**config.mk**
```make
export PLATFORM = sky130hd
export DESIGN_NAME = line_scan_sequencer
export DESIGN_NICKNAME = d
export VERILOG_FILES = /design/src/rtl/line_scan_sequencer.sv
export SDC_FILE = /design/constraint.sdc
export NUM_CORES = 1
export LEC_CHECK = 0
export ABC_AREA = 1
export BUFFER_PORTS_ARGS = -buffer_cell sky130_fd_sc_hd__buf_2
export CAP_MARGIN = 20
export CORE_MARGIN = 8
export CORE_UTILIZATION = 34
export DETAILED_ROUTE_END_ITERATION = 10
export REMOVE_ABC_BUFFERS = 1
export SLEW_MARGIN = 20
export SYNTH_ARGS = -nofsm -noshare
export SYNTH_HDL_FRONTEND = slang
export SYNTH_SLANG_ARGS = --single-unit
```
**constraint.sdc**
```tcl
create_clock -name clk -period 5.6 [get_ports clk]
set_input_delay 1.12 -clock clk [delete_from_list [all_inputs] [get_ports clk]]
set_output_delay 1.12 -clock clk [all_outputs]
set_load 0.01 [all_outputs]
```
**src/rtl/line_scan_sequencer.sv**
```systemverilog
// Line readout sequencer for a TSL1401-class linear sensor through an LTC2308 controller:
// SI/CLK generation, one ADC capture per pixel, pixel streaming and per-line min/max.
module line_scan_sequencer #(
   parameter int unsigned NUM_PIXELS  = 128,
   parameter int unsigned CLK_DIV     = 20,
   parameter int unsigned ADC_TIMEOUT = 4095,
   localparam int unsigned IDX_W      = $clog2(NUM_PIXELS)
) (
   input  logic             clk,
   input  logic             reset,
   input  logic             start,
   input  logic             continuous,
   input  logic [23:0]      exposure_cycles,
   output logic             busy,
   output logic             cam_si,
   output logic             cam_clk,
   output logic             adc_capture,
   input  logic             adc_ready,
   input  logic [11:0]      adc_data,
   output logic             pix_valid,
   output logic [IDX_W-1:0] pix_index,
   output logic [11:0]      pix_data,
   output logic             line_done,
   output logic [11:0]      line_min,
   output logic [11:0]      line_max,
   output logic [IDX_W-1:0] line_min_idx,
   output logic [IDX_W-1:0] line_max_idx,
   output logic             adc_error
);

   localparam int unsigned PH_W = 16;

   typedef enum logic [3:0] {
      IDLE, SI_SETUP, CLK_HIGH, ADC_START, ADC_WAIT, EMIT,
      CLK_LOW, END_HIGH, END_LOW, EXPOSE, DONE
   } state_t;

   state_t             state_q, state_d;
   logic [PH_W-1:0]    phase_q, phase_d;
   logic [23:0]        exp_q, exp_d;
   logic [23:0]        exp_cnt_q, exp_cnt_d;
   logic [IDX_W-1:0]   pix_cnt_q, pix_cnt_d;
   logic [11:0]        run_min_q, run_min_d, run_max_q, run_max_d;
   logic [IDX_W-1:0]   run_min_idx_q, run_min_idx_d, run_max_idx_q, run_max_idx_d;
   logic               ready_q;
   logic               busy_q, busy_d, cam_si_q, cam_si_d, cam_clk_q, cam_clk_d;
   logic               adc_capture_q, adc_capture_d, pix_valid_q, pix_valid_d;
   logic [IDX_W-1:0]   pix_index_q, pix_index_d;
   logic [11:0]        pix_data_q, pix_data_d;
   logic               line_done_q, line_done_d;
   logic [11:0]        line_min_q, line_min_d, line_max_q, line_max_d;
   logic [IDX_W-1:0]   line_min_idx_q, line_min_idx_d, line_max_idx_q, line_max_idx_d;
   logic               adc_error_q, adc_error_d;

   logic               phase_last, ready_edge, begin_line, sample;
   logic [11:0]        sample_val;

   assign phase_last = (phase_q == PH_W'(CLK_DIV - 1));
   assign ready_edge = adc_ready & ~ready_q;

   // Next-state, datapath and registered-output computation.
   always_comb begin
      state_d        = state_q;
      exp_d          = exp_q;
      pix_cnt_d      = pix_cnt_q;
      run_min_d      = run_min_q;
      run_max_d      = run_max_q;
      run_min_idx_d  = run_min_idx_q;
      run_max_idx_d  = run_max_idx_q;
      pix_valid_d    = 1'b0;
      pix_index_d    = pix_index_q;
      pix_data_d     = pix_data_q;
      line_done_d    = 1'b0;
      line_min_d     = line_min_q;
      line_max_d     = line_max_q;
      line_min_idx_d = line_min_idx_q;
      line_max_idx_d = line_max_idx_q;
      adc_error_d    = adc_error_q;
      begin_line     = 1'b0;
      sample         = 1'b0;
      sample_val     = 12'd0;

      case (state_q)
         IDLE: if (start) begin
            begin_line = 1'b1;
            state_d    = SI_SETUP;
         end
         SI_SETUP:  if (phase_last) state_d = CLK_HIGH;
         CLK_HIGH:  if (phase_last) state_d = ADC_START;
         ADC_START: state_d = ADC_WAIT;
         ADC_WAIT: begin
            if (ready_edge) begin
               sample     = 1'b1;
               sample_val = adc_data;
               state_d    = EMIT;
            end else if (phase_q == PH_W'(ADC_TIMEOUT - 1)) begin
               sample      = 1'b1;
               adc_error_d = 1'b1;
               state_d     = EMIT;
            end
         end
         EMIT: state_d = CLK_LOW;
         CLK_LOW: if (phase_last) begin
            if (pix_cnt_q == IDX_W'(NUM_PIXELS - 1)) begin
               state_d = END_HIGH;
            end else begin
               pix_cnt_d = pix_cnt_q + IDX_W'(1);
               state_d   = CLK_HIGH;
            end
         end
         END_HIGH: if (phase_last) state_d = END_LOW;
         END_LOW:  if (phase_last) state_d = (exp_q == 24'd0) ? DONE : EXPOSE;
         EXPOSE:   if (exp_cnt_q == exp_q - 24'd1) state_d = DONE;
         DONE: begin
            if (continuous) begin
               begin_line = 1'b1;
               state_d    = SI_SETUP;
            end else begin
               state_d = IDLE;
            end
         end
         default: state_d = IDLE;
      endcase

      if (begin_line) begin
         exp_d         = exposure_cycles;
         adc_error_d   = 1'b0;
         pix_cnt_d     = '0;
         run_min_d     = 12'hFFF;
         run_max_d     = 12'h000;
         run_min_idx_d = '0;
         run_max_idx_d = '0;
      end

      // Strict compares so ties keep the earliest index.
      if (sample) begin
         pix_valid_d = 1'b1;
         pix_index_d = pix_cnt_q;
         pix_data_d  = sample_val;
         if (sample_val < run_min_q) begin
            run_min_d     = sample_val;
            run_min_idx_d = pix_cnt_q;
         end
         if (sample_val > run_max_q) begin
            run_max_d     = sample_val;
            run_max_idx_d = pix_cnt_q;
         end
      end

      if (state_d == DONE && state_q != DONE) begin
         line_done_d    = 1'b1;
         line_min_d     = run_min_q;
         line_max_d     = run_max_q;
         line_min_idx_d = run_min_idx_q;
         line_max_idx_d = run_max_idx_q;
      end

      phase_d       = (state_d != state_q) ? '0 : phase_q + PH_W'(1);
      exp_cnt_d     = (state_q == EXPOSE) ? exp_cnt_q + 24'd1 : 24'd0;
      busy_d        = (state_d != IDLE);
      cam_si_d      = (state_d == SI_SETUP) || (state_d == CLK_HIGH && pix_cnt_d == '0);
      cam_clk_d     = (state_d == CLK_HIGH) || (state_d == ADC_START) || (state_d == ADC_WAIT) ||
                      (state_d == EMIT) || (state_d == END_HIGH);
      adc_capture_d = (state_d == ADC_START);
   end

   always_ff @(posedge clk) begin
      if (reset) begin
         state_q        <= IDLE;
         phase_q        <= '0;
         exp_q          <= '0;
         exp_cnt_q      <= '0;
         pix_cnt_q      <= '0;
         run_min_q      <= 12'hFFF;
         run_max_q      <= 12'h000;
         run_min_idx_q  <= '0;
         run_max_idx_q  <= '0;
         ready_q        <= 1'b0;
         busy_q         <= 1'b0;
         cam_si_q       <= 1'b0;
         cam_clk_q      <= 1'b0;
         adc_capture_q  <= 1'b0;
         pix_valid_q    <= 1'b0;
         pix_index_q    <= '0;
         pix_data_q     <= 12'd0;
         line_done_q    <= 1'b0;
         line_min_q     <= 12'hFFF;
         line_max_q     <= 12'h000;
         line_min_idx_q <= '0;
         line_max_idx_q <= '0;
         adc_error_q    <= 1'b0;
      end else begin
         state_q        <= state_d;
         phase_q        <= phase_d;
         exp_q          <= exp_d;
         exp_cnt_q      <= exp_cnt_d;
         pix_cnt_q      <= pix_cnt_d;
         run_min_q      <= run_min_d;
         run_max_q      <= run_max_d;
         run_min_idx_q  <= run_min_idx_d;
         run_max_idx_q  <= run_max_idx_d;
         ready_q        <= adc_ready;
         busy_q         <= busy_d;
         cam_si_q       <= cam_si_d;
         cam_clk_q      <= cam_clk_d;
         adc_capture_q  <= adc_capture_d;
         pix_valid_q    <= pix_valid_d;
         pix_index_q    <= pix_index_d;
         pix_data_q     <= pix_data_d;
         line_done_q    <= line_done_d;
         line_min_q     <= line_min_d;
         line_max_q     <= line_max_d;
         line_min_idx_q <= line_min_idx_d;
         line_max_idx_q <= line_max_idx_d;
         adc_error_q    <= adc_error_d;
      end
   end

   assign busy         = busy_q;
   assign cam_si       = cam_si_q;
   assign cam_clk      = cam_clk_q;
   assign adc_capture  = adc_capture_q;
   assign pix_valid    = pix_valid_q;
   assign pix_index    = pix_index_q;
   assign pix_data     = pix_data_q;
   assign line_done    = line_done_q;
   assign line_min     = line_min_q;
   assign line_max     = line_max_q;
   assign line_min_idx = line_min_idx_q;
   assign line_max_idx = line_max_idx_q;
   assign adc_error    = adc_error_q;

endmodule

```
* Yosys cells after proc, flatten, opt, wreduce, memory -nomap -nowiden
Cells that the tools add are included. Widths: inputs -> output; s select.
Word-level totals: bits of input ports 41, logic and storage cells 110, output and inout bits 64, bits in registers 178
Operators by class: add/sub/neg operators 4, mux-type cells 39, reduce and logical (&&, ||, !) cells 15, bitwise operators 4, magnitude comparators 2, equal/unequal tests 23
Operators with widths (count):
- $mux 12 | 8
- $mux 7 | 10
- $pmux 4 s11 | 1
- $mux 4 | 9
- $eq 4x3->1 const B | 7
- $add 24x1->24 const B | 1
- $eq 24x24->1 | 1
- $logic_not 24->1 | 1
- $sub 24x1->24 const B | 1
- $add 16x1->16 const B | 1
- $eq 16x12->1 const B | 1
- $eq 16x5->1 const B | 1
- $eq 4x2->1 const B | 4
- $eq 4x4->1 const B | 4
- $gt 12x12->1 | 1
- $lt 12x12->1 | 1
- $eq 4x1->1 const B | 2
- $mux 1 | 8
- $add 7x1->7 const B | 1
- $eq 7x7->1 const B | 1
- $logic_not 7->1 | 1
- $reduce_or 2->1 | 3
- $logic_or 1x1->1 | 5
- $logic_not 4->1 | 1
- 10 further kinds | 13

* Longest topological paths before layout
word-level depth 9, mapped depth 20

* Worst setup path before layout
Ideal clock, no wire load.
path type input-to-reg, from in adc_ready, to reg run_max_q[2], library setup time 0.114 ns, path slack 2.158 ns, stages on the path 16, data arrival time 3.328 ns, data required time 5.486 ns, cells stage by stage nand2_1 inv_1 clkbuf_1 nand3_1 inv_1 ha_1 a21oi_1 nand3b_1 a21oi_1 nor3_1 a221oi_1 clkbuf_1 clkbuf_1 nand2_1 nand2_1 nor2_1
Between the ends: longest elaborated chain between the ends 6
RTL lines:
- from (decl) | line 18 | input logic adc_ready,
- $and 1x1->1 | line 59 | assign ready_edge = adc_ready & ~ready_q;
- $mux 12 | line 92 | if (ready_edge) begin
- $mux 12 | line 83 | case (state_q)
- net sample_val[5] | line 56 | logic [11:0] sample_val;
- $gt 12x12->1 | line 144 | if (sample_val > run_max_q) begin
- $mux 12 | line 144
- $mux 12 | line 136 | if (sample) begin
- to (signal assigned) | line 199 | run_max_q <= run_max_d;
- to (decl) | line 43 | logic [11:0] run_min_q, run_min_d, run_max_q, run_max_d;
The timed path passes the listed nets, and every way through them passes these cells. A chain may end at the register's enable or synchronous reset.

* Worst setup path after layout
from reg exp_q[0], to reg line_min_q[1], in the netlist line_min[1]
Between the ends: longest elaborated chain between the ends 6
RTL lines:
- from (decl) | line 40 | logic [23:0] exp_q, exp_d;
- from (signal assigned) | line 195 | exp_q <= exp_d;
- $sub 24x1->24 or $logic_not 24->1 (tied branches) | line 113, 112
- $eq 24x24->1 or $mux 2 (tied branches) | line 113, 112
- $mux 4 (on tied branches) | line 113, 112
- $pmux 4 s11 * | line 83
- $eq 4x4->1 * | line 150 | if (state_d == DONE && state_q != DONE) begin
- $logic_and 1x1->1 * | line 150
- to (signal assigned) | line 211 | line_min_q <= line_min_d;
- to (decl) | line 51 | logic [11:0] line_min_q, line_min_d, line_max_q, line_max_d;
Mark *: on every way between the ends. The rest lies on a longest branch, timed or not.

==> flow_summary.ini <==
[synth]
netlist_top_cells_area = dfxtp_1 39%, nand2_1 12%, nor2_1 8.7%
synth_compound_gate_area_share = 0.108
synth_async_sr_flop_share = 0
netlist.area_leader.share = 0.391
synth-edff-count = 0
post_synth_instance_area_um2 = 9110
yosysWarningCount = 0
synth-xor-area-share = 0.0346
fraction_of_the_mapped_netlist_area_in_simple_logic_gates = 0.316
synth-seq-cells = 178
yosys.area.top_type = dfxtp_1
synth_top_family_by_area = simple AND/OR/NAND/NOR gates
yosysSeqAreaShare = 0.391
post_synth_inst_count = 1360
synthFlopType = dfxtp_1
post_synth_num_cell_types = 35
synth_adder_area_share = 0.0385
syn_avg_cell_area_um2 = 6.70
post_synth_mux_area_share = 0

[critical_path]
setup.worst_path.class = flop to flop
r2r-start = exp_q[0]
cp_slowest_stage_delay_ns = 0.81
critPathTopFamily = simple AND/OR/NAND/NOR gates
startpoint = exp_q[0]
critical_path.slowest_cell = nand3_2
wp_data_required_ns = 5.88
timing.critical_path.mode_cell = nand2_1
number_of_stages_on_the_worst_setup_path = 16
cp_data_arrival_time_ns = 4.09
crit_buf_inv = 2
start_kind = flop
cell_breakdown_of_the_critical_path = inv_1 -> ha_1 -> nand2_1 -> nor2_4 -> nand3_2 -> nand2_1 -> nand2_1 -> nor2_1 -> nand2_1 -> nor2_1 -> nand4_1 -> nand2_1 -> buf_4 -> nand3_2 -> nand2_1 -> nand3_1
cp_max_fo = 44
worstRegToRegCells = 16
worstSetupEndpointType = flop

[route]
first_iter_violations = 497
num_vias = 8428
number_of_iterations_in_the_first_detailed_routing_pass = 7
detail_route.wirelength_mm = 23.7
antenna_left = 0
avgRoutedWirePerCell_um = 13.2
remaining_drc_errors = 0
avgViaCountPerCell = 4.71

[floorplan]
core_region_area_um2 = 26700
floorplan.die.height_um = 180
die_area_um2 = 32300
io_pins = 105
floorplan.initialDensity = 0.342
chipWidth_um = 180
floorplan.rows = 60

[global_routing]
maximum_number_of_pins_on_one_net_before_global_route_repair = 110
first_global_vias = 8074
gr-usage-met2 = 0.247
global_route.usage.total = 0.149
grt_pass1_wl_mm = 40.2
groute.layer.met1.usage = 0.194
groute.layer.met3.usage = 0.0270
grt_antenna_before_repair = 1
overflow = 0
gr-max-usage-layer = met2

[timing]
final.setup.tns_ns = 0
fmax_mhz = 262
worst_slew_pin_slew_ns = 1.06
postLayoutSetupSlackWorst_ns = 1.78
period_needed_ns = 3.82
hold_slack_ns = 0.457
grt_setup_unrepaired = false
finalHoldViolCount = 0
final-max-slew-violation-count = 0
setup_viol_count_final = 0
finalClockSkew_ns = 0.0107
timing.final.crit_share = 0.681
slew_headroom = 0.293

[placed_design]
place.port_buffers = 104
gp_congestion = 0.845
dpl.cell_count = 1757
preCtsSetupSlack_ns = 1.50
hpwlAfterDp_mm = 17.0

[pwr]
clkPwrFrac = 0.441
power_mw = 2.77
p_seq_frac = 0.472
max-vdd-ir-drop_mv = 0.135
power_per_cell_area_nw_per_um2 = 264
leakage_nw = 4.82
switching_power_uw = 756
power_switching_share = 0.273
p_int_mw = 2.01
comb_power_share = 0.087

[cts]
cts_hold_buffers = 0
tritoncts_clock_tree = yes
clock_sink_count = 178
cts_setup_buffers = 0
cts_repair_resize_count = 0
clock_latency_ns = 0.44
htreeDepth = 4
cts-root-buf = clkbuf_16
cts-root-to-sink-buffers = 2
tritoncts_buffers = 17
path_clk_slew_ns = 0.08

[min_path]
holdCritPathClass = flop to flop
hold_startpoint = line_min[3]
hold-path-cell-count = 2

[final_layout]
final.fill_count = 2805
antenna_cells = 0
drive_gt1_frac = 0.113
total_number_of_nets_in_the_final_design = 1504
area_growth_syn_to_layout_pct = 15.2
post_layout_nonfiller_instances = 1789
mostFrequentLayoutCell = nand2_1
most_used_cells_in_the_layout_excluding_fill_and_tap_cells = 294 x nand2_1, 212 x nor2_1, 205 x inv_1

[run]
timing.max_cap.violations = 0

[run_status]
run_status = finished, final reports clean
-- synth_stat cells (all sizes together), types with 4 or more instances --
| cell type | count |
|---|---|
| nand2 | 297 |
| dfxtp | 178 |
| xnor2 | 14 |
| ha | 28 |
| inv | 207 |
| nand4 | 57 |
| buf | 20 |
| nor3 | 19 |
| nand3b | 4 |
| nand3 | 69 |
| xor2 | 22 |
| clkbuf | 36 |
| o21ai | 70 |
| nor2 | 221 |
| a21oi | 84 |
| o211ai | 15 |
-- stage by stage --
stage | cell area (um2) | util
finish | 10500 | 0.394
global route | 10500 | 0.394
CTS | 10500 | 0.394
detailed placement | 9890 | 0.371
global placement | 9890 | 0.371
floorplan | 8870 | -
-- flip-flops by register name, summed over array words and instances (netlist names), 12 cells and up --
name and count:
exp_cnt_q 24, exp_q 24, phase_q 16, line_max 12
line_min 12, pix_data 12, run_max_q 12, run_min_q 12
-- cells by family (layout without fill, tap and decap cells) --
logic type / Yosys count / count (layout)
simple gates: 675 / 675
buf+inv: 263 / 351
compound gates: 180 / 180
flops: 178 / 178
xor+xnor: 36 / 36
fa+ha+maj: 28 / 28
-- power groups by stage --
stage	Combinational [mW]	Clock (mW)	Sequential, mW
after floorplan	0.172	0	1.33
after global routing	0.280	1.31	1.31
after CTS	0.245	1.25	1.30
after detailed placement	0.243	0	1.33
final	0.241	1.22	1.30
after global placement	0.240	0	1.33
-- metal layers --
metal  routed length (um)  up-vias
li1                     -     4468
met1                11700     3794
met2                10800      139
met3                  824       25
met4                  360        2
met5                   10        -
-- area by class of cell --
type	count	area [um2]	share of cell area
clock buffers	18	439	0.0419
multi-input cells	919	4550	0.433
inverters	207	777	0.0740
well taps	341	427	0.0407
flip-flops and latches	178	3560	0.340
repair buffers	112	581	0.0553
clock inverters	14	161	0.0154
-- worst register-to-register path: cells and delay by family (launching register included) --
family / cells / cell delay (ns)
adders and majority gates: 1 / 0.21
buffers and inverters: 2 / 0.54
and+or+nand+nor: 13 / 2.59
DFF: 1 / 0.31
-- worst paths after layout --
path                  to  slack, ns
max          line_min[1]       1.78
min          line_min[3]       0.46
max reg2reg  line_min[1]       1.78
min reg2reg  line_min[3]       0.46
Note: power is estimated with default switching activity, not from simulation.
